[config.mk]
export PLATFORM = sky130hd
export DESIGN_NAME = mdio_slave
export DESIGN_NICKNAME = d
export VERILOG_FILES = /design/src/rtl/mdio_slave.sv
export SDC_FILE = /design/constraint.sdc
export NUM_CORES = 1
export LEC_CHECK = 0
export CORE_MARGIN = 3
export CORE_UTILIZATION = 50
export CTS_BUF_LIST = sky130_fd_sc_hd__clkbuf_2
export CTS_CLUSTER_DIAMETER = 30
export CTS_CLUSTER_SIZE = 24
export DETAILED_ROUTE_END_ITERATION = 6
export GPL_ROUTABILITY_DRIVEN = 0
export PLACE_DENSITY = 0.77
export SLEW_MARGIN = 20
export SYNTH_ARGS = -nofsm -noshare
export SYNTH_HDL_FRONTEND = slang
export SYNTH_SLANG_ARGS = --single-unit
[constraint.sdc]
create_clock -name clk_i -period 2.9 [get_ports clk_i]
set_input_delay 0.29 -clock clk_i [delete_from_list [all_inputs] [get_ports clk_i]]
set_output_delay 0.29 -clock clk_i [all_outputs]
set_load 0.02 [all_outputs]
[src/rtl/mdio_slave.sv]
// Clause 22 MDIO responder: preamble/frame decode, register strobes, read drive.
// Define MDIO_SLAVE_PREAMBLE_SUPPRESS_EN to accept a 1-bit preamble after a completed frame.
module mdio_slave #(
  parameter logic [4:0] PHY_ADDR      = 5'd1,
  parameter int         PREAMBLE_BITS = 32
) (
  input  logic        clk_i,
  input  logic        rst_i,
  input  logic        mdc_i,
  input  logic        mdio_i,
  output logic        mdio_o,
  output logic        mdio_oe_o,
  output logic [4:0]  reg_addr_o,
  output logic        reg_rd_o,
  input  logic [15:0] reg_rdata_i,
  output logic        reg_wr_o,
  output logic [15:0] reg_wdata_o
);
  localparam int CW = $clog2(PREAMBLE_BITS + 1);
  localparam logic [CW-1:0] PRE = CW'(PREAMBLE_BITS);
`ifdef MDIO_SLAVE_PREAMBLE_SUPPRESS_EN
  localparam logic SUP_EN = 1'b1;
`else
  localparam logic SUP_EN = 1'b0;
`endif

  typedef enum logic [2:0] {
    IDLE, START, OP, PHYAD, REGAD, TA, RDATA, WDATA
  } state_t;

  state_t state_q, state_d;
  logic mdc_s1, mdc_s2, mdc_q, mdio_s1, mdio_s2;
  logic [CW-1:0] pre_q, pre_d;
  logic [4:0]  cnt_q, cnt_d;
  logic [15:0] sh_q, sh_d, sh_in;
  logic [15:0] rsh_q, rsh_d;
  logic rd_q, rd_d, cap_q, sup_q, sup_d;
  logic o_d, oe_d, rdstb_d, wrstb_d;
  logic [4:0]  addr_d;
  logic [15:0] wdata_d;
  logic edge_w, bit_w, pre_ok, abort, done;

  always_ff @(posedge clk_i) begin
    if (rst_i) begin
      mdc_s1  <= 1'b1;
      mdc_s2  <= 1'b1;
      mdc_q   <= 1'b1;
      mdio_s1 <= 1'b1;
      mdio_s2 <= 1'b1;
    end else begin
      mdc_s1  <= mdc_i;
      mdc_s2  <= mdc_s1;
      mdc_q   <= mdc_s2;
      mdio_s1 <= mdio_i;
      mdio_s2 <= mdio_s1;
    end
  end

  assign edge_w = mdc_s2 & ~mdc_q;
  assign bit_w  = mdio_s2;
  assign sh_in  = {sh_q[14:0], bit_w};
  assign pre_ok = (pre_q == PRE) || (SUP_EN && sup_q && pre_q != '0);

  always_comb begin
    state_d = state_q;
    pre_d   = pre_q;
    cnt_d   = cnt_q;
    sh_d    = sh_q;
    rd_d    = rd_q;
    rsh_d   = cap_q ? reg_rdata_i : rsh_q;
    sup_d   = sup_q;
    o_d     = mdio_o;
    oe_d    = mdio_oe_o;
    addr_d  = reg_addr_o;
    wdata_d = reg_wdata_o;
    rdstb_d = 1'b0;
    wrstb_d = 1'b0;
    abort   = 1'b0;
    done    = 1'b0;
    if (edge_w) begin
      unique case (state_q)
        IDLE: begin
          if (bit_w) begin
            if (pre_q != PRE) pre_d = pre_q + 1'b1;
          end else begin
            if (pre_ok) state_d = START;
            pre_d = '0;
          end
        end
        START: begin
          if (bit_w) begin
            state_d = OP;
            cnt_d   = '0;
          end else begin
            abort = 1'b1;
          end
        end
        OP: begin
          sh_d = sh_in;
          if (cnt_q == 5'd1) begin
            cnt_d   = '0;
            state_d = PHYAD;
            rd_d    = sh_in[1];
            if (sh_in[1] == sh_in[0]) abort = 1'b1;
          end else begin
            cnt_d = cnt_q + 1'b1;
          end
        end
        PHYAD: begin
          sh_d = sh_in;
          if (cnt_q == 5'd4) begin
            cnt_d   = '0;
            state_d = REGAD;
            if (sh_in[4:0] != PHY_ADDR) abort = 1'b1;
          end else begin
            cnt_d = cnt_q + 1'b1;
          end
        end
        REGAD: begin
          sh_d = sh_in;
          if (cnt_q == 5'd4) begin
            cnt_d   = '0;
            state_d = TA;
            addr_d  = sh_in[4:0];
            rdstb_d = rd_q;
          end else begin
            cnt_d = cnt_q + 1'b1;
          end
        end
        TA: begin
          if (rd_q) begin
            if (cnt_q == 5'd0) begin
              oe_d  = 1'b1;
              o_d   = 1'b0;
              cnt_d = 5'd1;
            end else begin
              o_d     = rsh_q[15];
              rsh_d   = {rsh_q[14:0], 1'b0};
              cnt_d   = '0;
              state_d = RDATA;
            end
          end else if (cnt_q == 5'd0) begin
            if (bit_w) cnt_d = 5'd1;
            else abort = 1'b1;
          end else if (!bit_w) begin
            cnt_d   = '0;
            state_d = WDATA;
          end else begin
            abort = 1'b1;
          end
        end
        RDATA: begin
          if (cnt_q == 5'd15) begin
            oe_d = 1'b0;
            o_d  = 1'b1;
            done = 1'b1;
          end else begin
            o_d   = rsh_q[15];
            rsh_d = {rsh_q[14:0], 1'b0};
            cnt_d = cnt_q + 1'b1;
          end
        end
        WDATA: begin
          sh_d = sh_in;
          if (cnt_q == 5'd15) begin
            wdata_d = sh_in;
            wrstb_d = 1'b1;
            done    = 1'b1;
          end else begin
            cnt_d = cnt_q + 1'b1;
          end
        end
        default: abort = 1'b1;
      endcase
    end
    // Aborted frames also forfeit the short-preamble allowance.
    if (abort) begin
      state_d = IDLE;
      pre_d   = '0;
      sup_d   = 1'b0;
      oe_d    = 1'b0;
      o_d     = 1'b1;
    end
    if (done) begin
      state_d = IDLE;
      pre_d   = '0;
      sup_d   = 1'b1;
    end
  end

  always_ff @(posedge clk_i) begin
    if (rst_i) begin
      state_q     <= IDLE;
      pre_q       <= '0;
      cnt_q       <= '0;
      sh_q        <= '0;
      rsh_q       <= '0;
      rd_q        <= 1'b0;
      cap_q       <= 1'b0;
      sup_q       <= 1'b0;
      mdio_o      <= 1'b1;
      mdio_oe_o   <= 1'b0;
      reg_addr_o  <= '0;
      reg_rd_o    <= 1'b0;
      reg_wr_o    <= 1'b0;
      reg_wdata_o <= '0;
    end else begin
      state_q     <= state_d;
      pre_q       <= pre_d;
      cnt_q       <= cnt_d;
      sh_q        <= sh_d;
      rsh_q       <= rsh_d;
      rd_q        <= rd_d;
      cap_q       <= reg_rd_o;
      sup_q       <= sup_d;
      mdio_o      <= o_d;
      mdio_oe_o   <= oe_d;
      reg_addr_o  <= addr_d;
      reg_rd_o    <= rdstb_d;
      reg_wr_o    <= wrstb_d;
      reg_wdata_o <= wdata_d;
    end
  end
endmodule

==> results of run 1 <==
-- cell usage after synthesis, types with 3 or more instances --
cell       n
dfxtp_1   77
nand2_1   54
nor3_1     7
a21boi_1   4
nand4_1    5
nor2_1    42
buf_2     11
o21ai_0   10
ha_1       7
nor2b_1   10
a211oi_1  14
a21o_1     3
and2_1     4
nand3_1    9
and3_1     4
mux2i_1   30
clkbuf_1  10
a21oi_1   31
inv_1      9
or2_2      5
-- critical path: cells and delay by family, from the launching register on --
family / cells / cell delay (ns)
flops: 1 / 0.40
compound gates: 3 / 0.88
fa+ha+maj: 2 / 0.48
simple gates: 2 / 0.55
-- cell type report --
type                    count  share of cell area (%)
multi-input cells         285                    44.3
well taps                  93                    2.83
clock inverters             7                    1.77
repair buffers             49                    11.5
flip-flops and latches     77                    37.5
clock buffers               9                    1.10
inverters                  10                   0.914
-- kinds of logic after synthesis --
group           share of synthesized area, %
simple gates                            23.1
compound gates                          16.6
flops                                   44.0
buf+inv                                 4.04
mux                                     9.21
fa+ha+maj                               2.50
xor+xnor                               0.500
-- layer usage --
layer / share of wire (%) / vias up / routed length, um
li1: - / 1455 / -
met1: 47 / 1372 / 3370
met2: 46 / 55 / 3330
met3: 4.9 / 12 / 349
met4: 1.9 / 0 / 133
met5: 0 / - / 0
-- worst max-delay path by stage --
stage                from       end  slack, ns  cells after the start
2_1_floorplan    cnt_q[0]  cnt_q[1]       0.74                      7
5_1_grt        state_q[1]  rsh_q[5]       0.31                      5
6_report         cnt_q[0]  cnt_q[1]       0.53                      7
4_1_cts          cnt_q[0]  cnt_q[1]       0.54                      7
3_3_place_gp     cnt_q[0]  cnt_q[1]       0.65                      7
3_5_place_dp     cnt_q[0]  cnt_q[1]       0.58                      7
-- power groups by stage --
stage | Sequential, mW | Combinational (mW) | Clock, mW
detailed placement | 1.09 | 0.0617 | 0
CTS | 1.07 | 0.0618 | 0.612
floorplan | 1.09 | 0.0274 | 0
global placement | 1.09 | 0.0612 | 0
finish | 1.07 | 0.0614 | 0.596
global route | 1.07 | 0.0668 | 0.648
-- state kept, by name, summed over array words and instances (netlist names), 3 cells and up --
signal	cells
reg_addr_o	5
state_q	3
reg_wdata_o	16
pre_q	6
sh_q	15
cnt_q	5
rsh_q	16
-- stage by stage --
step	instance area, um^2	std cells
6_report	4110	530
5_1_grt	4110	530
4_1_cts	4110	530
3_5_place_dp	3990	514
3_3_place_gp	3990	514
2_1_floorplan	3500	395
==> qor.csv, run 1 <==
metric;value;unit
status;finished, final reports clean;
Setup-failing EPs final;0;
largest net degree at the start of global routing;42;
Skew-Pair Late Insertion Delay;0.55;ns
Critical Path RT;3.36;ns
PwrDens;420;mW/mm^2
Min Clock Period, post-route;2.37;ns
fin util;62.5;%
Primary FF master, synth;dfxtp_1;
Seq. cell area;0.00154;mm^2
crit end category;flip-flop;
M3 GR Usage;5.01;%
row count;29;
Post-synth EDFFs;0;
Buffers on Ports;44;
Routed WL per cell;13.6;um
final-report hold violation count;0;
DRT iter0 DRCs;164;
Net Switching;0.426;mW
area leader, netlist;dfxtp_1;
Largest stage delay, worst path;0.40;ns
hold depth;2;
Post-DP HPWL;5050;um
synth unique cells;60;
maxcap violations;0;
Post-Syn Area per Cell;8.87;um^2
Die Ht;89.7;um
Slew Viols, Final;0;
Yosys warnings;0;
first-pass iteration count of the detailed router;4;
Top Ports;45;
Crit-path slowest cell;dfxtp_1;
met1 usage;23.5;%
fmax;423;MHz
Lkg Pwr;1.46;nW
Worst R2R Start;cnt_q[0];
vias per cell;5.46;
area of the multi-input gates;0.00182;mm^2
core area;0.00657;mm^2
CTS Sinks;77;
worst hold start;rst_i;
top cells by area, synth;dfxtp_1, mux2i_1, nand2_1;
DRT antenna net count;0;
crit path cell chain;ha_1 -> and3_1 -> ha_1 -> a311o_1 -> a211o_4 -> or3b_1 -> a21oi_1;
Worst-Margin Slew;0.773;ns
post-synth net total;422;
Design Power;1.72;mW
Arrival @ worst endpoint;2.82;ns
Final nets;459;
layout overhead on the synthesized area;17.2;%
Post-Syn Instances;395;
total gr overflow;0;
global routing usage on met2;28.7;%
hold buffer count at cts;0;
fin crit share;81.6;%
H-tree levels;3;
Hold Crit Endpoint;rd_q;
Cell Area, Synth;0.00350;mm^2
ys async rst share;0;%
most common cell after layout, fill and taps aside;dfxtp_1;
critical path type;reg2reg;
final worst slack;0.533;ns
CP Max Fanout;9;
Hold WC Path Type;in2reg;
die area;0.00805;mm^2
setup TNS;0;ns
commonest non-fill, non-tap cells in the layout;dfxtp_1, nand2_1, clkdlybuf4s50_1;
Combinational Power Share;3.6;%
most used cell along the critical path;ha_1;
Synth top area share;44.0;%
sequential share of power;61.9;%
CP Launch Type;flip-flop;
initial antenna violation count;0;
hold slack;0.278;ns
unrepaired setup endpoints after global routing;no;
CTS resizes;0;
layout cells sized above 1;9.15;%
dpl ws;0.582;ns
R2R Path End;cnt_q[1];
clock network power share;34.6;%
sequential share of the synthesized area;44.0;%
via count;2894;
die width;89.7;um
cts bufs inserted;9;
DRC violations left;0;
initial core utilization;53.3;%
gr usage total;18.4;%
first-pass GRT wire length;12400;um
clk slew on worst S/H paths;0.24;ns
clk buf depth;2;
filler cell count;563;
sw frac;24.7;%
Setup Skew;0.0365;ns
Post-Route WL;7180;um
Internal;1.30;mW
CTS root buffer;clkbuf_2;
Synth Register Bits;77;
Worst R2R Path Depth;7;
Slew headroom;48.5;%
setup slack, reg-to-reg;0.53;ns
Top Usage Layer GRT;met2;
number of global-route vias before repair;2693;
# diodes;0;
Post-CTS Setup Bufs;0;
VDD IR-drop max;325;uV
CTS tree;built;
Note: power is estimated with default switching activity, not from simulation.
==> run 2, diff against run 1 <==
==> constraint.sdc (replaced) <==
create_clock -name clk_i -period 2.3 [get_ports clk_i]
set_input_delay 0.23 -clock clk_i [delete_from_list [all_inputs] [get_ports clk_i]]
set_output_delay 0.23 -clock clk_i [all_outputs]
set_load 0.02 [all_outputs]
==> qor.csv, run 2 (same netlist as run 1, synthesis figures left out) <==
metric;value;unit
status;finished, final reports clean;
filler cell count;549;
clk slew on worst S/H paths;0.22;ns
core area;0.00657;mm^2
CP Launch Type;flip-flop;
gr usage total;18.7;%
Arrival @ worst endpoint;2.66;ns
initial core utilization;53.3;%
DRC violations left;0;
setup slack, reg-to-reg;0.09;ns
Slew headroom;51.1;%
row count;29;
layout overhead on the synthesized area;20.8;%
final worst slack;0.0908;ns
fmax;453;MHz
final-report hold violation count;0;
Top Ports;45;
Setup-failing EPs final;0;
commonest non-fill, non-tap cells in the layout;dfxtp_1, nand2_1, clkdlybuf4s50_1;
Critical Path Start;cnt_q[0];
cts bufs inserted;9;
Setup crit end;cnt_q[1];
most common cell after layout, fill and taps aside;dfxtp_1;
CTS tree;built;
total gr overflow;0;
vias per cell;5.37;
Final nets;466;
# diodes;0;
CTS Sinks;77;
Lkg Pwr;1.53;nW
crit end category;flip-flop;
number of global-route vias before repair;2747;
DRT iter0 DRCs;241;
Post-DP HPWL;5020;um
DRT antenna net count;0;
Buffers on Ports;44;
first-pass iteration count of the detailed router;4;
Min Clock Period, post-route;2.21;ns
fin crit share;96.1;%
Routed WL per cell;13.7;um
Post-CTS Setup Bufs;0;
Skew-Pair Late Insertion Delay;0.53;ns
Slew Viols, Final;0;
Worst R2R Path Depth;7;
Worst-Margin Slew;0.726;ns
first-pass GRT wire length;12700;um
Setup Skew;0.0333;ns
maxcap violations;0;
Worst R2R Start;cnt_q[0];
largest net degree at the start of global routing;31;
biggest regs;reg_wdata_o: 16 flops, rsh_q: 16 flops, sh_q: 15 flops;
dpl ws;0.0842;ns
CTS root buffer;clkbuf_2;
Critical Path RT;2.76;ns
Hold WC Path Type;in2reg;
Post-Route WL;7380;um
R2R Path End;cnt_q[1];
hold slack;0.0943;ns
PwrDens;561;mW/mm^2
initial antenna violation count;0;
critical path type;reg2reg;
clk buf depth;2;
via count;2884;
die area;0.00805;mm^2
VDD IR-drop max;533;uV
setup TNS;0;ns
Design Power;2.37;mW
CP Max Fanout;5;
Die Ht;89.7;um
H-tree levels;3;
worst hold start;rst_i;
layout cells sized above 1;11.3;%
die width;89.7;um
==> run 2: changes by cell type in the layout (fill, tap and decap cells not counted), sizes merged <==
cell	before	now
clkinv	3	2
bufinv	1	3
clkinvlp	1	0
buf	6	12
a211o	1	2
==> run 2: worst min path at each step <==
stage | to | slack, ns | cells past startpoint
2_1_floorplan | mdc_s1 | 0.33 | 1
3_3_place_gp | mdc_s2 | 0.39 | 1
3_5_place_dp | mdc_s2 | 0.39 | 1
4_1_cts | cnt_q[4] | 0.07 | 2
5_1_grt | rsh_q[6] | 0.08 | 2
6_report | cnt_q[4] | 0.09 | 2
==> run 2: critical path: stages, from the launching register on <==
cell and delay, ns:
dfxtp_4 0.41, inv_1 0.07, ha_1 0.21, nor4b_4 0.43, nor3_1 0.15, a211o_4 0.35
or3b_4 0.37, a21oi_2 0.12
==> run 2: per-stage QoR <==
stage / cell area [um^2] / utilization (%) / std cells
finish: 4230 / 64.4 / 537
global route: 4230 / 64.4 / 537
CTS: 4210 / 64.1 / 536
detailed placement: 4050 / 61.6 / 520
global placement: 4050 / 61.6 / 520
floorplan: 3500 / - / 395
==> run 2: metal layers <==
metal / GRT usage [%] / share of wire [%]
met1: 24.9 / 48
met2: 29.8 / 46
met3: 4.76 / 4.9
met4: 6.51 / 1.5
met5: 0 / 0
==> run 2: area by class of cell <==
class | count | area (um^2) | area share (%)
clock buffer | 9 | 45.0 | 1.06
clock inverter | 7 | 120 | 2.84
inverter | 10 | 37.5 | 0.887
multi-input combinational | 286 | 1840 | 43.4
sequential | 77 | 1550 | 36.5
tap | 93 | 116 | 2.75
timing repair buffer | 55 | 531 | 12.5
==> run 2: report_power, final <==
| part | internal, mW | total (mW) | switching (mW) |
|---|---|---|---|
| logic | 0.0413 | 0.0795 | 0.0381 |
| clock network | 0.475 | 0.952 | 0.477 |
| registers | 1.34 | 1.34 | 0.00315 |
| total | 1.86 | 2.37 | 0.518 |
==> run 2: repair_timing <==
action	in CTS	in global routing
hold buffers	0	0
endpoints found under the setup margin	0	6
gates resized for setup	0	4
